==> config.mk <==
export PLATFORM = sky130hd
export DESIGN_NAME = vme_a16_master
export DESIGN_NICKNAME = d
export VERILOG_FILES = /design/src/rtl/vme_master_pkg.sv /design/src/rtl/vme_bus_timer.sv /design/src/rtl/vme_a16_master.sv
export SDC_FILE = /design/constraint.sdc
export NUM_CORES = 1
export LEC_CHECK = 0
export ABC_CLOCK_PERIOD_IN_PS = 1900
export BUFFER_PORTS_ARGS = -buffer_cell sky130_fd_sc_hd__buf_2
export CORE_ASPECT_RATIO = 1.25
export CORE_UTILIZATION = 40
export CTS_CLUSTER_DIAMETER = 100
export CTS_CLUSTER_SIZE = 24
export DETAILED_ROUTE_END_ITERATION = 8
export PLACE_DENSITY = 0.73
export RECOVER_POWER = 50
export SLEW_MARGIN = 10
export SYNTH_ARGS = -nofsm -noshare
export SYNTH_HDL_FRONTEND = slang
export SYNTH_SLANG_ARGS = --single-unit
==> constraint.sdc <==
create_clock -name I_CLK_32M -period 1.9 [get_ports I_CLK_32M]
set_input_delay 0.285 -clock I_CLK_32M [delete_from_list [all_inputs] [get_ports I_CLK_32M]]
set_output_delay 0.285 -clock I_CLK_32M [all_outputs]
set_load 0.05 [all_outputs]
==> src/rtl/vme_master_pkg.sv <==
// ---------------------------------------------------------------------------
// vme_master_pkg
// Shared definitions for the VME A16 master:
//   state_e              - master cycle FSM states
//   AM_A16_USER/SUPER    - A16 address-modifier codes
//   DEFAULT_TIMEOUT_CYC  - default DTACK/BERR wait limit (sysclk cycles)
//   DEFAULT_SETUP_CYC    - default address/AM setup time before AS falls
//   drives_as/drives_ds  - strobe decode helpers for a given state
// ---------------------------------------------------------------------------
package vme_master_pkg;

    typedef enum logic [2:0] {
        ST_IDLE     = 3'd0,
        ST_SETUP    = 3'd1,
        ST_STROBE   = 3'd2,
        ST_WAIT_ACK = 3'd3,
        ST_RELEASE  = 3'd4
    } state_e;

    localparam logic [5:0] AM_A16_USER  = 6'h29;
    localparam logic [5:0] AM_A16_SUPER = 6'h2D;

    localparam int DEFAULT_TIMEOUT_CYC = 512;
    localparam int DEFAULT_SETUP_CYC   = 2;

    // AS is held low from the STROBE state until the responder answers.
    function automatic logic drives_as(input state_e s);
        return (s == ST_STROBE) || (s == ST_WAIT_ACK);
    endfunction

    // Data strobes are only low while we wait for the acknowledge.
    function automatic logic drives_ds(input state_e s);
        return (s == ST_WAIT_ACK);
    endfunction

endpackage : vme_master_pkg

==> src/rtl/vme_bus_timer.sv <==
// ---------------------------------------------------------------------------
// vme_bus_timer
// Bus watchdog for the VME master. Counts clock cycles while en_i is high and
// flags expiry on the LIMIT-th counted cycle. Only instantiated when the
// VME_MASTER_TIMEOUT_EN macro is defined.
//
// Ports:
//   clk_i     in   clock (rising edge)
//   rst_i     in   asynchronous active-high reset
//   clear_i   in   synchronous clear of the count (has priority over en_i)
//   en_i      in   count enable
//   expire_o  out  high during the LIMIT-th enabled cycle
// ---------------------------------------------------------------------------
module vme_bus_timer #(
    parameter int LIMIT = 512
) (
    input  logic clk_i,
    input  logic rst_i,
    input  logic clear_i,
    input  logic en_i,
    output logic expire_o
);

    localparam int CW = $clog2(LIMIT + 1);

    logic [CW-1:0] cnt_q;
    logic [CW-1:0] cnt_d;

    always_comb begin
        cnt_d = cnt_q;
        if (clear_i) begin
            cnt_d = '0;
        end else if (en_i && (cnt_q != CW'(LIMIT - 1))) begin
            // Saturate at the terminal count; the master leaves the waiting
            // states on expiry, which clears the count again.
            cnt_d = cnt_q + 1'b1;
        end
    end

    always_ff @(posedge clk_i or posedge rst_i) begin
        if (rst_i) begin
            cnt_q <= '0;
        end else begin
            cnt_q <= cnt_d;
        end
    end

    assign expire_o = en_i && !clear_i && (cnt_q == CW'(LIMIT - 1));

endmodule : vme_bus_timer

==> src/rtl/vme_a16_master.sv <==
// ---------------------------------------------------------------------------
// vme_a16_master
// Single-word (D16) VME A16 bus master. A local request is latched in IDLE,
// address/AM are presented for SETUP_CYC cycles, AS then DS0/DS1 are asserted,
// and the master waits for the responder's DTACK or BERR (both synchronized
// through two flops). Strobes are released on the answer, and the cycle ends
// with a one-cycle O_DONE pulse once the responder has released DTACK/BERR.
//
// Optional feature: define VME_MASTER_TIMEOUT_EN to add a watchdog
// (vme_bus_timer) that aborts WAIT_ACK/RELEASE after TIMEOUT_CYC cycles and
// reports a bus error. Without it the master waits indefinitely.
//
// Parameters:
//   TIMEOUT_CYC  wait limit in clock cycles (watchdog builds only, >= 2)
//   SETUP_CYC    address/AM setup cycles before AS falls (>= 1)
//
// Ports:
//   I_CLK_32M       in   sole clock
//   I_VME_SYSRESET  in   asynchronous active-high reset
//   I_REQ           in   transfer request (sampled in IDLE only)
//   I_WE            in   1 = write, 0 = read
//   I_ADDR[15:1]    in   word address
//   I_AM            in   address modifier
//   I_WDATA         in   write data
//   O_BUSY          out  master not idle
//   O_DONE          out  one-cycle completion pulse
//   O_BERR          out  bus error/timeout status, valid with O_DONE
//   O_RDATA         out  last read data
//   O_VME_AS/DS0/DS1 out active-low strobes
//   O_VME_WR        out  VME WRITE* (0 = write)
//   O_VME_A[15:1], O_VME_LWORD, O_VME_AM  out  address phase
//   O_VME_D, O_VME_D_EN  out  write data and its drive enable
//   I_VME_D         in   read data
//   I_VME_DTACK, I_VME_BERR  in  active-low, asynchronous responder lines
// ---------------------------------------------------------------------------
module vme_a16_master
    import vme_master_pkg::*;
#(
    parameter int TIMEOUT_CYC = DEFAULT_TIMEOUT_CYC,
    parameter int SETUP_CYC   = DEFAULT_SETUP_CYC
) (
    input  logic        I_CLK_32M,
    input  logic        I_VME_SYSRESET,
    input  logic        I_REQ,
    input  logic        I_WE,
    input  logic [15:1] I_ADDR,
    input  logic [5:0]  I_AM,
    input  logic [15:0] I_WDATA,
    output logic        O_BUSY,
    output logic        O_DONE,
    output logic        O_BERR,
    output logic [15:0] O_RDATA,
    output logic        O_VME_AS,
    output logic        O_VME_DS0,
    output logic        O_VME_DS1,
    output logic        O_VME_WR,
    output logic [15:1] O_VME_A,
    output logic        O_VME_LWORD,
    output logic [5:0]  O_VME_AM,
    output logic [15:0] O_VME_D,
    output logic        O_VME_D_EN,
    input  logic [15:0] I_VME_D,
    input  logic        I_VME_DTACK,
    input  logic        I_VME_BERR
);

    localparam int SCW = (SETUP_CYC > 1) ? $clog2(SETUP_CYC) : 1;

    generate
        if (SETUP_CYC < 1 || TIMEOUT_CYC < 2) begin : g_param_check
            $error("vme_a16_master: SETUP_CYC must be >= 1 and TIMEOUT_CYC >= 2");
        end
    endgenerate

    // -----------------------------------------------------------------------
    // Responder line synchronizers (idle level is 1)
    // -----------------------------------------------------------------------
    logic dtack_meta_q;
    logic dtack_sync_q;
    logic berr_meta_q;
    logic berr_sync_q;

    always_ff @(posedge I_CLK_32M or posedge I_VME_SYSRESET) begin
        if (I_VME_SYSRESET) begin
            dtack_meta_q <= 1'b1;
            dtack_sync_q <= 1'b1;
            berr_meta_q  <= 1'b1;
            berr_sync_q  <= 1'b1;
        end else begin
            dtack_meta_q <= I_VME_DTACK;
            dtack_sync_q <= dtack_meta_q;
            berr_meta_q  <= I_VME_BERR;
            berr_sync_q  <= berr_meta_q;
        end
    end

    // -----------------------------------------------------------------------
    // State, datapath and output registers
    // -----------------------------------------------------------------------
    state_e           state_q,     state_d;
    logic [SCW-1:0]   setup_cnt_q, setup_cnt_d;
    logic             we_q,        we_d;
    logic [15:1]      addr_q,      addr_d;
    logic [5:0]       am_q,        am_d;
    logic [15:0]      wdata_q,     wdata_d;
    logic [15:0]      rdata_q,     rdata_d;
    logic             err_q,       err_d;
    logic             done_q,      done_d;
    logic             berr_out_q,  berr_out_d;
    logic             as_q,        as_d;
    logic             ds_q,        ds_d;
    logic             den_q,       den_d;

    logic             timeout_hit;
    logic             resp_released;

    assign resp_released = dtack_sync_q && berr_sync_q;

    // -----------------------------------------------------------------------
    // Optional watchdog
    // -----------------------------------------------------------------------
`ifdef VME_MASTER_TIMEOUT_EN
    logic waiting;

    assign waiting = (state_q == ST_WAIT_ACK) || (state_q == ST_RELEASE);

    vme_bus_timer #(
        .LIMIT    (TIMEOUT_CYC)
    ) u_bus_timer (
        .clk_i    (I_CLK_32M),
        .rst_i    (I_VME_SYSRESET),
        .clear_i  (!waiting),
        .en_i     (waiting),
        .expire_o (timeout_hit)
    );
`else
    assign timeout_hit = 1'b0;
`endif

    // -----------------------------------------------------------------------
    // Process 1: registers (async reset releases all strobes immediately)
    // -----------------------------------------------------------------------
    always_ff @(posedge I_CLK_32M or posedge I_VME_SYSRESET) begin
        if (I_VME_SYSRESET) begin
            state_q     <= ST_IDLE;
            setup_cnt_q <= '0;
            we_q        <= 1'b0;
            addr_q      <= '0;
            am_q        <= '0;
            wdata_q     <= '0;
            rdata_q     <= '0;
            err_q       <= 1'b0;
            done_q      <= 1'b0;
            berr_out_q  <= 1'b0;
            as_q        <= 1'b1;
            ds_q        <= 1'b1;
            den_q       <= 1'b0;
        end else begin
            state_q     <= state_d;
            setup_cnt_q <= setup_cnt_d;
            we_q        <= we_d;
            addr_q      <= addr_d;
            am_q        <= am_d;
            wdata_q     <= wdata_d;
            rdata_q     <= rdata_d;
            err_q       <= err_d;
            done_q      <= done_d;
            berr_out_q  <= berr_out_d;
            as_q        <= as_d;
            ds_q        <= ds_d;
            den_q       <= den_d;
        end
    end

    // -----------------------------------------------------------------------
    // Process 2: next-state logic
    // -----------------------------------------------------------------------
    always_comb begin
        state_d     = state_q;
        setup_cnt_d = setup_cnt_q;
        case (state_q)
            ST_IDLE: begin
                setup_cnt_d = '0;
                if (I_REQ) begin
                    state_d = ST_SETUP;
                end
            end
            ST_SETUP: begin
                if (setup_cnt_q == SCW'(SETUP_CYC - 1)) begin
                    state_d = ST_STROBE;
                end else begin
                    setup_cnt_d = setup_cnt_q + 1'b1;
                end
            end
            ST_STROBE: begin
                state_d = ST_WAIT_ACK;
            end
            ST_WAIT_ACK: begin
                // A real responder answer takes precedence over a watchdog
                // expiry landing in the same cycle.
                if (!berr_sync_q || !dtack_sync_q) begin
                    state_d = ST_RELEASE;
                end else if (timeout_hit) begin
                    state_d = ST_IDLE;
                end
            end
            ST_RELEASE: begin
                if (resp_released || timeout_hit) begin
                    state_d = ST_IDLE;
                end
            end
            default: begin
                state_d = ST_IDLE;
            end
        endcase
    end

    // -----------------------------------------------------------------------
    // Process 3: outputs and datapath
    // -----------------------------------------------------------------------
    always_comb begin
        we_d       = we_q;
        addr_d     = addr_q;
        am_d       = am_q;
        wdata_d    = wdata_q;
        rdata_d    = rdata_q;
        err_d      = err_q;
        done_d     = 1'b0;
        berr_out_d = berr_out_q;

        case (state_q)
            ST_IDLE: begin
                if (I_REQ) begin
                    we_d    = I_WE;
                    addr_d  = I_ADDR;
                    am_d    = I_AM;
                    wdata_d = I_WDATA;
                    err_d   = 1'b0;
                end
            end
            ST_WAIT_ACK: begin
                if (!berr_sync_q) begin
                    // BERR wins over a simultaneous DTACK; read data is
                    // left untouched.
                    err_d = 1'b1;
                end else if (!dtack_sync_q) begin
                    // The responder holds data valid while DTACK is low, so
                    // by the time the synchronized DTACK arrives the bus has
                    // been stable for two cycles and can be sampled directly.
                    if (!we_q) begin
                        rdata_d = I_VME_D;
                    end
                end else if (timeout_hit) begin
                    err_d      = 1'b1;
                    done_d     = 1'b1;
                    berr_out_d = 1'b1;
                end
            end
            ST_RELEASE: begin
                if (resp_released) begin
                    done_d     = 1'b1;
                    berr_out_d = err_q;
                end else if (timeout_hit) begin
                    done_d     = 1'b1;
                    berr_out_d = 1'b1;
                end
            end
            default: begin
            end
        endcase

        // Strobes and drive enable are registered from the next state so the
        // bus pins never glitch on state decode.
        as_d  = !drives_as(state_d);
        ds_d  = !drives_ds(state_d);
        den_d = we_d && (state_d != ST_IDLE);
    end

    assign O_BUSY      = (state_q != ST_IDLE);
    assign O_DONE      = done_q;
    assign O_BERR      = berr_out_q;
    assign O_RDATA     = rdata_q;
    assign O_VME_AS    = as_q;
    assign O_VME_DS0   = ds_q;
    assign O_VME_DS1   = ds_q;
    assign O_VME_WR    = ~we_q;
    assign O_VME_A     = addr_q;
    assign O_VME_LWORD = 1'b1;
    assign O_VME_AM    = am_q;
    assign O_VME_D     = wdata_q;
    assign O_VME_D_EN  = den_q;

endmodule : vme_a16_master

After elaboration in Yosys (flattened, before gate mapping)

Cells that the tools add are included.

Bits in registers: 68
Input bits: 59
Output and inout port bits: 62

$add $sub $neg: 1
Eq/ne operators: 8
Mux-type cells: 14
Bitwise gates (word level): 2
Reductions and logical operators: 17

Operators with widths:

| cell                | number |
|---|---|
| $pmux 3 s5          | 1 |
| $eq 3x2->1 const B  | 4 |
| $mux 3              | 4 |
| $mux 1              | 7 |
| $reduce_bool 3->1   | 2 |
| $logic_not 1->1     | 4 |
| $ne 2x2->1 const B  | 2 |
| $pmux 1 s2          | 2 |
| $reduce_and 2->1    | 2 |
| $reduce_and 4->1    | 1 |
| $reduce_bool 2->1   | 2 |
| $eq 3x1->1 const B  | 1 |
| $eq 3x3->1 const B  | 1 |
| $logic_not 3->1     | 1 |
| $reduce_and 3->1    | 1 |
| $logic_and 1x1->1   | 2 |
| $logic_or 1x1->1    | 2 |
| $not 1->1           | 2 |
| $add 1x1->1 const B | 1 |

Depth between registers and ports, before layout

Depth in word-level cells: 7
Gate-level depth with buffers: 5
Depth with buffers taken out: 3

Worst setup path before layout

No wires, ideal clock.

Path kind: register to register
Start point: register we_q
End point: register rdata_q[0], in the netlist O_RDATA[0]
Arrival time: 1415 ps
Data required time: 1775 ps
Slack: 360 ps
Stages on the path, launching flop included: 5
Buffers on the path: 1
Period minus slack after synthesis: 1540 ps
Cells stage by stage: dfrtp_1 -> inv_1 -> nand4_4 -> buf_6 -> mux2_2

Longest elaborated chain between the ends: 2

RTL lines:

| element                           | RTL line              | text |
|---|---|---|
| start: declaration                | vme_a16_master.sv:102 | `logic we_q, we_d;` |
| start signal: assignment          | vme_a16_master.sv:161 | `we_q <= we_d;` |
| $not 1->1 (no source line)        | -                     |  |
| via O_VME_WR                      | vme_a16_master.sv:56  | `output logic O_VME_WR,` |
| $reduce_and 4->1 (no source line) | -                     |  |
| end signal: assignment            | vme_a16_master.sv:165 | `rdata_q <= rdata_d;` |
| end: declaration                  | vme_a16_master.sv:106 | `logic [15:0] rdata_q, rdata_d;` |

The timed path passes the listed nets, and every way through them passes these cells.
A chain may end at the register's enable or synchronous reset.

Final worst setup path

Start point: register state_q[2]
End point: output O_BUSY

Longest elaborated chain between the ends: 1

RTL lines:

| element                  | RTL line              | text |
|---|---|---|
| start: declaration       | vme_a16_master.sv:100 | `state_e state_q, state_d;` |
| start signal: assignment | vme_a16_master.sv:159 | `state_q <= state_d;` |
| $reduce_bool 3->1        | vme_a16_master.sv:279 | `assign O_BUSY = (state_q != ST_IDLE);` |
| end: declaration         | vme_a16_master.sv:49  | `output logic O_BUSY,` |

Every way passes these cells.

==> run summary <==
ANT cells = 0
Critical path's slowest cell = dfrtp_1
Slew @ Worst Pin = 1.56 ns
Max_cap viols = 1
Mux share of post-synthesis cell area = 23.7%
Dpl cells = 367
Post-Synth Simple-Gate Area = 4.98%
Routed via count = 1,748
WP buf/inv = 2
Met3 WL = 204 um
CTS Buffer Depth = 2
Count of state elements after synthesis = 68
Crit path capture type = primary output
Global-route wire length before repair = 8200 um
Count of different cell masters after synthesis = 28
Post-synth EDFFs = 0
Post-synthesis sequential area ratio = 65.4%
Avg WL per Cell = 13.7 um
Final HPWL DP = 3830 um
Mapped Area = 2610 um2
Final instance count without filler cells = 383
WP data arrival = 1.55 ns
Cell depth of the worst setup path = 3
Crit-path max FO = 9
Buffers on Ports = 119
Met2 Wirelength = 2770 um
Worst skew pair latency = 0.33 ns
Synth Instances = 167
WL final = 5240 um
Unrepaired setup endpoints after global routing = false
Final Max Slew Viols = 31
DR top layer = met4
Vias in the first global route = 1,756
DIE HEIGHT = 92.4 um
Seq. cell area = 1710 um2
Total die area = 6860 um2
Post-Route M1 WL = 2140 um
Worst EP required = 1.62 ns
Initial antenna violation count = 0
Drt first pass iters = 4
Pin count of the biggest net entering global routing = 39
Site Rows = 32
Final number of setup-violating endpoints = 0
Area of the multi-input gates = 835 um2
Final Hold Vio Count = 0
Remaining DRCs = 0
Hold path cells = 1
Final #Nets = 352
Final period util = 96.7%
CTS Sinks = 68
Setup Fix Bufs, Post-CTS = 0
Hold Crit Class = in -> reg
Fmax = 544 MHz
CTS tree = built
Core Footprint = 6250 um2
CTS resizes = 0
Initial core utilization = 41.8%
Async SR Flop Fraction = 100%
Die W = 74.3 um
Crit path time final = 1.84 ns
CTS Hold Bufs = 0
Final core occ = 55.3%
Num CTS Buffers = 9
Total track usage = 16.3%
CP Class = reg -> out
Worst r2r path cells = 3
Post-DP Area = 3320 um2
Critical path, cell by cell = buf_4 -> or3_1 -> buf_2
Clock Skew = 0.00895 ns
Synth Area in Compound Gates = 2.78%
Grt total ovfl = 0
Setup TNS = 0 ns
Syn nets = 226
CP Launch Type = register
Status = finished, violations left
Adder-cell share of the synthesized area = 0%
# IOs = 121
First DRT Iteration DRCs = 99
Syn. warnings = 0
Failing checks = capacitance limit, slew limit
Placer Congestion = 0.778
Antenna Nets Post-Route = 0
Post-DR vias/cell = 4.56
Synth Flop Type = dfrtp_1
Main combinational cell family by area after synthesis = multiplexers
Area Growth Syn to Fin = 32.3%
Syn Area/Cell = 15.6 um2
Crit path max-delay family = flip-flops
Crit-path max cell delay = 0.44 ns
Post-Synth XOR/XNOR Area = 0%
Layout cells sized above 1 = 60.7%
Slew HR = -4.24%
Htree depth = 3
# fillers = 560
Clock slew at reported path FFs = 0.06 ns
Post-route cell area = 3460 um2
Clock root cell = clkbuf_8
## kinds of logic (layout without fill, tap and decap cells)
group | Yosys count | count (layout)
buf+inv | 13 | 144
flops | 68 | 68
simple gates | 20 | 20
other cells | 1 | 1
mux | 55 | 55
compound gates | 10 | 10
## area by class of cell
| type | instances | share of cell area (%) |
|---|---|---|
| clock inverters | 2 | 0.290 |
| inverters | 3 | 0.362 |
| flip-flops and latches | 68 | 49.5 |
| repair buffers | 125 | 18.0 |
| well taps | 85 | 3.08 |
| multi-input cells | 86 | 24.1 |
| clock buffers | 14 | 4.71 |
## cells in the final DEF (no fill, tap or decap), drive strengths merged
master and n:
a21o 1, nor2 3, o311ai 1, a211oi 1, nor4b 1, inv 2, nand4 3, conb 1
dfrtp 62, nand2 6, a21oi 1, and2b 1, clkinvlp 1, nor3 1, o21ai 2, buf 102
mux2 55, a31oi 1, nor2b 1, a21boi 1, clkbuf 37, a21bo 2, dfstp 6, nor3b 1
clkinv 2, or3 1, nand3b 2
## final timing paths
check                                          endpoint  slack (ns)              startpoint
worst max-delay path                             O_BUSY        0.06    state_q[2]$_DFF_PP0_
worst min-delay path             dtack_meta_q$_DFF_PP1_        0.05             I_VME_DTACK
worst max register to register   O_VME_D[6]$_DFFE_PP0P_        0.34    state_q[1]$_DFF_PP0_
worst min register to register   dtack_sync_q$_DFF_PP1_        0.36  dtack_meta_q$_DFF_PP1_
max in group asynchronous        O_VME_D[9]$_DFFE_PP0P_        0.47          I_VME_SYSRESET
min in group asynchronous       O_RDATA[12]$_DFFE_PP0P_        0.28          I_VME_SYSRESET
## layer usage
metal  vias up  GRT usage (%)
met4         0           8.81
met5         -              0
met1       856           19.2
li1        834              -
met3         9           3.26
met2        49           27.3
## flip-flops by register name, summed over array words and instances (netlist names), 3 cells and up
name	cells
O_VME_AM	6
O_VME_D	16
O_RDATA	16
state_q	3
O_VME_A	15
## metrics by stage
stage          hold slack, ns  setup slack [ns]
2_1_floorplan           0.289             0.360
3_3_place_gp            0.347             0.370
3_5_place_dp            0.347             0.332
4_1_cts                0.0390            0.0506
5_1_grt                0.0398            0.0101
6_report               0.0529            0.0620
## cells in the mapped netlist, types with 2 or more instances
cell type  number  area share, %
dfrtp_1        62             59
mux2_2         55             24
dfstp_2         6            6.0
nand2_1         6           0.86
buf_4           3           0.86
clkbuf_1        3           0.43
inv_1           3           0.43
nor2_1          3           0.43
a21bo_2         2           0.77
buf_2           2           0.38
buf_6           2           0.86
nand3b_1        2           0.57
nand4_1         2           0.48
o21ai_0         2           0.38
Power is left out: the tool's default activity adds up to more than one toggle a clock period on the data nets, which glitch-free logic cannot reach.
